`src/rtl/irq_controller.sv`:
```
// Edge/level interrupt collector with mask, fixed priority and sregs handshake.
// Define IRQ_SYNC_EN to put a 2-flop synchroniser in front of edge detection.
module irq_controller #(
   parameter int NUM_IRQ = 8,
   parameter logic [NUM_IRQ-1:0] EDGE_MASK = {NUM_IRQ{1'b1}}
) (
   input  logic               clk,
   input  logic               rst,
   input  logic [NUM_IRQ-1:0] irq_lines,
   input  logic               irq_en,
   input  logic               irq_ack,
   output logic               irq_out,
   output logic [3:0]         irq_cause,
   input  logic [1:0]         reg_addr,
   input  logic               reg_we,
   input  logic [15:0]        reg_wdata,
   output logic [15:0]        reg_rdata
);

   // Internals are 16 wide; bits above NUM_IRQ are tied off by VALID.
   localparam logic [15:0] VALID = 16'((17'd1 << NUM_IRQ) - 17'd1);
   localparam logic [15:0] EDGE  = 16'(EDGE_MASK) & VALID;

   typedef enum logic [1:0] {IDLE, REQ, WAIT_DIS} state_t;

   state_t      state;
   logic        cause_valid;
   logic [15:0] pending;
   logic [15:0] mask;
   logic [15:0] s;
   logic [15:0] s_prev;
   logic [15:0] rise;
   logic [15:0] w1c;
   logic [15:0] swi;
   logic [15:0] ack_clr;
   logic [15:0] pend_nxt;
   logic [15:0] active;
   logic [3:0]  sel;
   logic        ack_ok;

`ifdef IRQ_SYNC_EN
   logic [15:0] sync0;
   logic [15:0] sync1;

   always_ff @(posedge clk or posedge rst) begin
      if (rst) begin
         sync0 <= '0;
         sync1 <= '0;
      end else begin
         sync0 <= 16'(irq_lines) & VALID;
         sync1 <= sync0;
      end
   end

   assign s = sync1;
`else
   assign s = 16'(irq_lines) & VALID;
`endif

   assign ack_ok = (state == REQ) && irq_ack;
   assign active = pending & mask;

   always_comb begin
      rise    = s & ~s_prev;
      w1c     = '0;
      swi     = '0;
      ack_clr = '0;
      if (reg_we && reg_addr == 2'd0)
         w1c = reg_wdata;
      if (reg_we && reg_addr == 2'd3)
         swi = reg_wdata;
      for (int i = 0; i < 16; i++)
         if (ack_ok && irq_cause == 4'(i))
            ack_clr[i] = 1'b1;
      // Sets are OR-ed in after clears so a coincident edge survives.
      pend_nxt = (EDGE & (((pending & ~(w1c | ack_clr)) | rise | swi)))
               | (~EDGE & s);
   end

   always_comb begin
      sel = 4'd0;
      for (int i = 15; i >= 0; i--)
         if (active[i])
            sel = 4'(i);
   end

   always_ff @(posedge clk or posedge rst) begin
      if (rst) begin
         s_prev  <= '0;
         pending <= '0;
         mask    <= '0;
      end else begin
         s_prev  <= s;
         pending <= pend_nxt & VALID;
         if (reg_we && reg_addr == 2'd1)
            mask <= reg_wdata & VALID;
      end
   end

   always_ff @(posedge clk or posedge rst) begin
      if (rst) begin
         state       <= IDLE;
         irq_out     <= 1'b0;
         irq_cause   <= 4'd0;
         cause_valid <= 1'b0;
      end else begin
         unique case (state)
            IDLE: begin
               if (irq_en && |active) begin
                  irq_cause   <= sel;
                  cause_valid <= 1'b1;
                  irq_out     <= 1'b1;
                  state       <= REQ;
               end
            end
            REQ: begin
               if (irq_ack) begin
                  irq_out <= 1'b0;
                  state   <= WAIT_DIS;
               end else if (!irq_en) begin
                  irq_out     <= 1'b0;
                  cause_valid <= 1'b0;
                  state       <= IDLE;
               end
            end
            WAIT_DIS: begin
               if (!irq_en)
                  state <= IDLE;
            end
            default: state <= IDLE;
         endcase
      end
   end

   always_comb begin
      reg_rdata = '0;
      unique case (reg_addr)
         2'd0: reg_rdata = pending;
         2'd1: reg_rdata = mask;
         2'd2: reg_rdata = {cause_valid, 11'b0, irq_cause};
         2'd3: reg_rdata = '0;
         default: reg_rdata = '0;
      endcase
   end

endmodule

```
`config.mk`:
```
export PLATFORM = sky130hd
export DESIGN_NAME = irq_controller
export DESIGN_NICKNAME = d
export VERILOG_FILES = /design/src/rtl/irq_controller.sv
export SDC_FILE = /design/constraint.sdc
export NUM_CORES = 1
export LEC_CHECK = 0
export BUFFER_PORTS_ARGS = -buffer_cell sky130_fd_sc_hd__buf_2
export CORE_MARGIN = 1.5
export CORE_UTILIZATION = 50
export CTS_CLUSTER_DIAMETER = 50
export DETAILED_ROUTE_END_ITERATION = 6
export PLACE_DENSITY_LB_ADDON = 0.15
export SYNTH_ARGS = -nofsm -noshare
export SYNTH_HDL_FRONTEND = slang
export SYNTH_SLANG_ARGS = --single-unit
```
`constraint.sdc`:
```
create_clock -name clk -period 1.87 [get_ports clk]
set_input_delay 0.187 -clock clk [delete_from_list [all_inputs] [get_ports clk]]
set_output_delay 0.187 -clock clk [all_outputs]
set_load 0.01 [all_outputs]
```
==> results.ini, run 1 <==
[power_and_ir_drop]
p_per_area_nw_per_um2 = 1020
p_int_uw = 1250
static-leakage-power_uw = 0.000901
combPwrFrac_pct = 31.1
p_sw_share_pct = 35.9
peakVddDrop_mv = 0.497
p_clk_share_pct = 18.7
switching_power_uw = 700
power_frac_seq_pct = 50.2

[cts]
post_cts_buffers = 0
cts_root_buf = clkbuf_4
cts_tree = built
numCtsBuffers = 5
post_cts_resized = 0
clk_latency_ns = 0.32
clockBufferDepth = 2
clkSlewWorstSetupHoldPaths_ns = 0.09
clock-sinks = 31
htreeDepth = 2

[yosys]
synth_edf_count = 0
mappedNetlistArea_sq_um = 1580
yosysTopAreaCellShare_pct = 49.1
synth_commonest_cells = dfrtp_1, nand2_1, mux2_2, mux2i_1, nor2b_1
async_flop_share_pct = 100
synth.ff_latch_count = 31
synth_area_leaders = dfrtp_1, mux2_2, mux2i_1, nand2_1, buf_4
synth_top_area_cell = dfrtp_1
ys_seq_area_share_pct = 49.1
yosysWarnings = 0
synth_cell_types = 32
syn_inst = 150
avgSynthCellArea_sq_um = 10.5
synth.most_common_cell = dfrtp_1
synth_top_flop_cell = dfrtp_1

[cells_and_area]
drive_above_1_share_pct = 27.5
fillers = 263
antennaDiodeCount = 0
final_cells = 244
area_delta_synth_final_pct = 21.5
nets = 230

[drt]
wl_met2_mm = 1.75
drc = 0
drt_iter0_markers = 70
ant_nets = 0
dr_total_vias = 1344
routedWlPerCell_um = 14.5
vias_per_cell = 5.51
highest_layer = met4
routed_wl_mm = 3.53
wl_met1_mm = 1.54
drt_pass1_iterations = 4
met3WireLength_um = 203

[sta]
setup_viol = 0
fin_worst_skew_ns = 0.00476
hold_viol = 0
max_freq_ghz = 0.606
fin_crit_ns = 1.65
setup_tns_ns = 0
slew_viol_final = 0
timing.final.crit_share_pct = 88.3
rsz0062_at_grt = false

[worst_setup_path]
critical_path_class = reg2reg
critical_path_required_ns = 2.09
arrival_ns = 1.87
end_kind = flip-flop
setup.worst_path.start_class = flip-flop
cp_max_fo = 6

[place]
dp.cells = 227
place_congestion = 0.809
port_buffers = 35
place_hpwl_mm = 2.48

[worst_hold_path]
hp-class = in2reg

[global_routing]
grt_pass1_vias = 1298
track_usage_pct = 22.3
antenna_found_initial = 0
grt_max_degree = 32
grt_pass1_wl_mm = 5.81
grt.overflow.total = 0

[floorplanning]
placementRows = 20
coreArea_sq_um = 3030
die_area_sq_um = 3510
initial_utilization_pct = 52.2
die_h_um = 59.2
die_x_um = 59.2
io_pins = 52

[run_status]
status = completed

[flow_run]
max_cap_viol_count = 0

==> cell usage in the layout, fill, tap and decap left out, types with 2 or more instances in the layout <==
cell           synthesis  routed
a22oi_1                3       3
nand2b_1               2       2
buf_4                  8       2
dfrtp_1               31      31
buf_2                  0      35
nand3b_1               3       3
a32o_1                 2       2
nand2_1               18      18
nor2_1                 8       8
and3_1                 2       2
o311ai_0               4       4
dlygate4sd3_1          0       9
a221o_1                5       5
conb_1                 1       8
nand3_1                4       4
o21ai_0                5       5
a21boi_0               3       3
inv_1                  6       6
mux2i_1                9       9
clkbuf_4               0       5
a21oi_1                5       5
clkbuf_1               1       2
mux2_2                 9       9
nor2b_1                9       9
==> metal layers <==
layer  GRT usage, %  vias to the layer above
met1           29.3                      667
met2           35.8                       47
met5              0                        -
met4           9.09                        0
met3           4.59                        4
li1               -                      626
==> worst max-delay path: stages (launching register included) <==
cell,delay [ns]
dfrtp_1,0.43
a22oi_2,0.27
nand3b_1,0.16
o211ai_2,0.32
mux2_2,0.37
==> layout make-up <==
| cell class | count | area, sq um | area share (%) |
|---|---|---|---|
| Clock buffer | 7 | 45.0 | 2.34 |
| Clock inverter | 1 | 5.00 | 0.260 |
| Inverter | 6 | 22.5 | 1.17 |
| Multi-Input combinational cell | 109 | 738 | 38.4 |
| Sequential cell | 31 | 776 | 40.4 |
| Tap cell | 44 | 55.1 | 2.86 |
| Timing Repair Buffer | 46 | 280 | 14.6 |
==> state kept, by name (all words and copies together), names as in the netlist <==
signal	flops
state	2
irq_out	1
irq_cause	3
mask	8
cause_valid	1
s_prev	8
pending	8
==> stage by stage <==
step                      worst slack (ns)  hold slack [ns]  utilization (%)  power [uW]  cell area (sq um)
after global placement               0.243            0.280             58.8        1560               1780
after global routing                 0.103            0.109             63.5        2080               1920
after floorplan                      0.400            0.218                -        1360               1610
after detailed placement             0.237            0.290             58.8        1580               1780
final                                0.219           0.0975             63.5        1950               1920
after CTS                            0.202           0.0894             63.5        1960               1920
==> path summary, 6_finish.rpt <==
kind / from / to / slack, ns / depth (start not counted)
setup / recovery: mask[2] / irq_cause[1] / 0.22 / 4
hold / removal: reg_wdata[3] / pending[3] / 0.1 / 3
setup reg to reg: mask[2] / irq_cause[1] / 0.22 / 4
hold reg to reg: irq_out / irq_out / 0.53 / 2
max in group asynchronous: rst / pending[4] / 1.11 / 4
min in group asynchronous: rst / s_prev[2] / 0.48 / 4
==> repair_timing <==
action,4_1_cts,5_1_grt
hold buffers,9,0
endpoints found under the setup margin,0,0
endpoints found under the hold margin,39,0
==> cells by family after synthesis <==
| family | after synthesis | synth area share (%) |
|---|---|---|
| buffers and inverters | 17 | 5.93 |
| multiplexers | 19 | 12.8 |
| flip-flops | 31 | 49.1 |
| AND/OR/NAND/NOR | 49 | 15.7 |
| other | 1 | 0.237 |
| AO/OA/AOI/OAI | 33 | 16.2 |
==> power by group through the flow <==
stage	Sequential, uW	Combinational [uW]	Clock (uW)
floorplan	961	404	0
global route	1000	677	401
CTS	980	608	373
global placement	983	578	0
finish	980	607	365
detailed placement	993	590	0
(Power assumes the default switching activity.)
==> run 2, diff against run 1 <==
- HOLD_SLACK_MARGIN: unset -> 0.12
- SETUP_SLACK_MARGIN: unset -> 0.3
==> run 2 against run 1 <==
  * Hold slack better by 0.037 ns
  * Global-route usage up 1.3 points
  * Non-clock buffer count is 16 higher
  * Core utilization grew 5.5 points
  * Cell area grew 8.7%
  * Via count grew 3.1%
  * Setup slack gained 0.13 ns
  * Fmax is 8.4% higher
  * Sequential cell count did not move
  * Largest cell class unchanged
  * Largest power group unchanged
  * Highest routed layer unchanged
==> results.ini, run 2 (synthesis gave the netlist of run 1 again) <==
[sta]
setup_viol = 0  ; unchanged
holdWs_ns = 0.134  ; +0.0370 ns
fin_crit_ns = 1.52  ; -0.128 ns
fin_worst_skew_ns = 0.00445  ; -0.000312 ns
layout_setup_ws_ns = 0.347  ; +0.128 ns
rsz0062_at_grt = false
hold_viol = 0  ; unchanged
setup_tns_ns = 0  ; unchanged
max_freq_ghz = 0.656  ; +8.4%
slew_viol_final = 0  ; unchanged
timing.final.crit_share_pct = 81.5  ; -6.8 points

[power_and_ir_drop]
p_per_area_nw_per_um2 = 994  ; -2.1%
p_int_uw = 1330  ; +6.4%
peakVddDrop_mv = 0.495  ; -0.30%
static-leakage-power_uw = 0.000978  ; +8.5%
power_frac_seq_pct = 47.5  ; -2.7 points
p_sw_share_pct = 35.8  ; about the same
combPwrFrac_pct = 34.6  ; +3.5 points
switching_power_uw = 744  ; +6.3%
p_clk_share_pct = 17.8  ; -0.9 points

[cells_and_area]
final_common_cell = buf_2
final_cell_mix = buf_2, dfrtp_1, nand2_1, dlygate4sd3_1, buf_4
final_util_pct = 69.0  ; +5.5 points
design_area_sq_um = 2090  ; +8.7%
reg_top3 = mask x8, pending x8, s_prev x8
nets = 246  ; +7.0%
area_delta_synth_final_pct = 32.0
drive_above_1_share_pct = 31.9  ; +4.4 points
antennaDiodeCount = 0  ; unchanged

[worst_hold_path]
hp-start = irq_ack
hp-class = in2reg

[worst_setup_path]
cp_max_fo = 4  ; -2
arrival_ns = 1.75  ; -0.12 ns
setup.worst_path.start_class = flip-flop
critical_path_required_ns = 2.09  ; about the same
crit_start = pending[0]
worstReg2RegStart = pending[0]
end_kind = flip-flop
critical_path_class = reg2reg

[global_routing]
met3_usage_pct = 4.59  ; unchanged
grt.overflow.total = 0  ; unchanged
track_usage_pct = 23.6  ; +1.3 points
antenna_found_initial = 0  ; unchanged
use_met2_pct = 39.1  ; +3.3 points
grt_pass1_vias = 1377  ; +6.1%
grt_max_degree = 32  ; unchanged
met1_usage_pct = 29.9  ; +0.63 points
global_route.peak_usage_layer = met2
grt_pass1_wl_mm = 6.11  ; +5.1%

[place]
place_hpwl_mm = 2.48  ; unchanged
dp_slack_ns = 0.237  ; unchanged
place_congestion = 0.809  ; unchanged
dpl_cell_area_sq_um = 1780  ; unchanged
port_buffers = 35  ; unchanged

[drt]
routedWlPerCell_um = 14.4  ; -0.55%
ant_nets = 0  ; unchanged
drt_pass1_iterations = 4  ; unchanged
vias_per_cell = 5.33  ; -3.2%
dr_total_vias = 1386  ; +3.1%
drt_iter0_markers = 47  ; -33%
drc = 0  ; unchanged
routed_wl_mm = 3.74  ; +6.0%

[cts]
clockBufferDepth = 2  ; unchanged
htreeDepth = 2  ; unchanged
cts_root_buf = clkbuf_4
clkSlewWorstSetupHoldPaths_ns = 0.09  ; about the same
numCtsBuffers = 5  ; unchanged
clk_latency_ns = 0.33  ; about the same
clock-sinks = 31  ; unchanged
cts_tree = built

[floorplanning]
placementRows = 20  ; unchanged
io_pins = 52  ; unchanged
coreArea_sq_um = 3030  ; unchanged
die_h_um = 59.2  ; unchanged
die_x_um = 59.2  ; unchanged
initial_utilization_pct = 52.2  ; unchanged
die_area_sq_um = 3510  ; unchanged

[run_status]
status = completed

[flow_run]
max_cap_viol_count = 0  ; unchanged

==> run 2: cell types whose count changed in the layout (fill, tap and decap cells not counted) <==
| cell | before | now |
|---|---|---|
| a22oi_1 | 3 | 1 |
| dfrtp_2 | 0 | 2 |
| o211ai_4 | 0 | 1 |
| buf_4 | 2 | 10 |
| dfrtp_1 | 31 | 29 |
| nand2_1 | 18 | 17 |
| and2_4 | 0 | 1 |
| nand2_2 | 0 | 1 |
| dlygate4sd3_1 | 9 | 17 |
| a22oi_2 | 1 | 3 |
| o211ai_2 | 1 | 0 |
| and2_1 | 1 | 0 |
==> run 2: stage by stage <==
step / power, uW / instances
floorplan: 1360 / 157
global placement: 1560 / 227
detailed placement: 1580 / 227
CTS: 2030 / 256
global route: 2200 / 260
finish: 2080 / 260
==> run 2: worst max-delay path: stages, from the launching register on <==
cell and delay, ns:
dfrtp_1 0.44, a22oi_2 0.20, nand3b_1 0.18, o211ai_4 0.24, mux2_2 0.36
==> run 2: what timing repair did <==
item / in CTS / in global routing
setup buffers: 4 / 4
pin swaps: 3 / 7
hold endpoints to repair: 51 / 0
setup endpoints to repair: 2 / 2
resized for setup: 2 / 5
hold buffers: 17 / 0
==> run 2: layer usage <==
metal  vias to the layer above  wire (um)
met5                         -          0
met4                         0         47
met3                         6        206
met2                        42       1930
met1                       684       1560
li1                        654          -
==> run 2: final timing paths <==
path	end	cells after the start	slack, ns
max	irq_cause[1]	4	0.35
min	cause_valid	3	0.13
max reg2reg	irq_cause[1]	4	0.35
min reg2reg	irq_out	2	0.53
max in group asynchronous	pending[7]	4	1.10
min in group asynchronous	s_prev[2]	4	0.47
==> run 2: layout make-up <==
type	instances	area, sq um
clock buffer	7	45.0
clock inverter	1	5.00
fill	245	940
inverter	6	22.5
multi-input combinational	109	762
sequential	31	778
tap	44	55.1
timing repair buffer	62	420
==> run 2: power by group through the flow <==
stage                     sequential [uW]  combinational, uW  clock [uW]
after floorplan                       961                404           0
after global placement                983                578           0
after detailed placement              993                590           0
after CTS                             982                670         373
after global routing                 1010                793         400
final                                 987                719         370
==> run 3, diff against run 2 <==
- CORE_UTILIZATION: 50 -> 45
- clock period: 1.87 -> 1.3 ns (I/O delays scaled with it)
==> run 3 against run 2 <==
  * The run now ends with negative setup slack left
  * Combinational power grew to 2.7 times the previous value
  * Sequential power rose by 39%
  * Register-to-register slack got worse by 0.56 ns
==> results.ini, run 3 (synthesis gave the netlist of run 1 again) <==
[run_status]
status = complete, but fails checks
violations = negative setup slack

[worst_setup_path]
r2r_slack_ns = -0.21  ; -0.56 ns
end_kind = flip-flop
r2r_cells = 4  ; unchanged
critical_path_class = reg2reg
arrival_ns = 1.73  ; -0.02 ns
cp_max_fo = 3  ; -1
setup.worst_path.start_class = flip-flop
worstReg2RegStart = pending[0]
critical_path_required_ns = 1.52  ; -0.57 ns
rr_endpoint = irq_cause[2]

[sta]
fin_crit_ns = 1.51  ; -0.0129 ns
timing.final.crit_share_pct = 116  ; +35 points
rsz0062_at_grt = true
layout_setup_ws_ns = -0.211  ; -0.557 ns
holdWs_ns = 0.108  ; -0.0268 ns
max_freq_ghz = 0.662  ; +0.85%
hold_viol = 0  ; unchanged
fin_worst_skew_ns = 0.0107  ; +0.00630 ns
setup_viol = 17  ; +17
slew_viol_final = 0  ; unchanged

[global_routing]
antenna_found_initial = 0  ; unchanged
track_usage_pct = 26.4  ; +2.8 points
grt_max_degree = 32  ; unchanged
grt_pass1_wl_mm = 7.88  ; +29%
grt.overflow.total = 0  ; unchanged
grt_pass1_vias = 1675  ; +22%

[drt]
drt_pass1_iterations = 4  ; unchanged
routed_wl_mm = 4.68  ; +25%
drt_iter0_markers = 58  ; +23%
ant_nets = 0  ; unchanged
vias_per_cell = 5.27  ; -1.1%
routedWlPerCell_um = 15.8  ; +9.4%
dr_total_vias = 1566  ; +13%
drc = 0  ; unchanged

[worst_hold_path]
hp-start = irq_ack
min_to = cause_valid
hp-class = in2reg
holdPathStages = 3  ; unchanged

[cts]
clkSlewWorstSetupHoldPaths_ns = 0.10  ; about the same
clockBufferDepth = 2  ; unchanged
numCtsBuffers = 5  ; unchanged
clk_latency_ns = 0.34  ; about the same
htreeDepth = 2  ; unchanged
cts_tree = built
clock-sinks = 31  ; unchanged
cts_root_buf = clkbuf_4

[floorplanning]
die_x_um = 62.3  ; +5.1%
io_pins = 52  ; unchanged
initial_utilization_pct = 47.0  ; -5.2 points
coreArea_sq_um = 3360  ; +11%
placementRows = 21  ; +5.0%
die_h_um = 62.3  ; +5.1%
die_area_sq_um = 3880  ; +11%

[cells_and_area]
reg_top3 = mask x8, pending x8, s_prev x8
nets = 281  ; +14%
final_common_cell = buf_2
antennaDiodeCount = 0  ; unchanged
area_delta_synth_final_pct = 62.1
final_cell_mix = buf_2, dfrtp_1, buf_4, buf_6, dlygate4sd3_1
final_cells = 297  ; +14%
drive_above_1_share_pct = 45.0  ; +13 points

[power_and_ir_drop]
p_per_area_nw_per_um2 = 1540  ; +55%
power_uw = 3940  ; +90%
static-leakage-power_uw = 0.00123  ; +26%
peakVddDrop_mv = 0.890  ; +80%

[flow_run]
max_cap_viol_count = 0  ; unchanged

[place]
dp.cells = 253  ; +11%
place_congestion = 0.844  ; +4.4%
place_hpwl_mm = 2.98  ; +20%
port_buffers = 35  ; unchanged

## run 3: cell types whose count changed in the layout (fill, tap and decap cells not counted), moves of 2 or more
cell / delta
buf_2: -2
buf_4: +14
buf_6: +20
clkbuf_8: +2
dlygate4sd3_1: +2
mux2_2: -4
mux2_4: +4
nand3_1: -3
nand3_2: +2
o21ai_0: -3
o21ai_1: +3
o311ai_0: -4
o311ai_2: +2
o311ai_4: +2
## run 3: final cells by class
class                           count  area, sq um
Multi-Input combinational cell    109          860
Sequential cell                    31          779
Inverter                            6         22.5
Fill cell                         242          800
Clock buffer                        8         68.8
Tap cell                           46         57.6
Timing Repair Buffer               97          776
## run 3: worst max-delay path: stages (launching register included)
cell and delay (ns):
dfrtp_1 0.43, a22oi_2 0.20, nand3b_1 0.15, o211ai_2 0.25
mux2_1 0.36
## run 3: metrics by stage
stage	setup slack (ns)	TNS (ns)	utilization, %	instance area [sq um]
6_report	-0.211	-1.44	76.2	2560
5_1_grt	-0.267	-2.56	76.2	2560
4_1_cts	-0.152	-1.11	73.6	2470
3_5_place_dp	-0.162	-0.645	58.9	1980
3_3_place_gp	-0.135	-0.409	58.9	1980
2_1_floorplan	-0.165	-0.312	-	1630
## run 3: what timing repair did
| item | CTS | global route |
|---|---|---|
| pin swaps | 9 | 4 |
| resized for setup | 37 | 9 |
| hold buffers | 19 | 0 |
| setup buffers | 11 | 6 |
| endpoints found under the setup margin | 26 | 30 |
| endpoints found under the hold margin | 57 | 0 |
## run 3: where the power goes
| group | switching, uW | internal, uW | total (uW) |
|---|---|---|---|
| Sequential | 194 | 1170 | 1370 |
| Clock | 333 | 318 | 651 |
| Combinational | 854 | 1070 | 1920 |
## run 3: how the worst max path moves through the flow
stage / startpoint / cells past startpoint / end
after floorplan: mask[2] / 4 / irq_cause[1]
after global placement: pending[7] / 4 / irq_cause[1]
after detailed placement: pending[7] / 4 / irq_cause[1]
after CTS: pending[0] / 4 / irq_cause[2]
after global routing: pending[2] / 5 / irq_cause[0]
final: pending[0] / 4 / irq_cause[2]
## run 3: metal layers
metal	wire (um)	up-vias	track usage [%]	share of wire, %
li1	-	726	-	-
met1	1990	774	31.5	42
met2	2380	54	47.0	51
met3	201	12	4.71	4.3
met4	108	0	10.8	2.3
met5	0	-	0	0
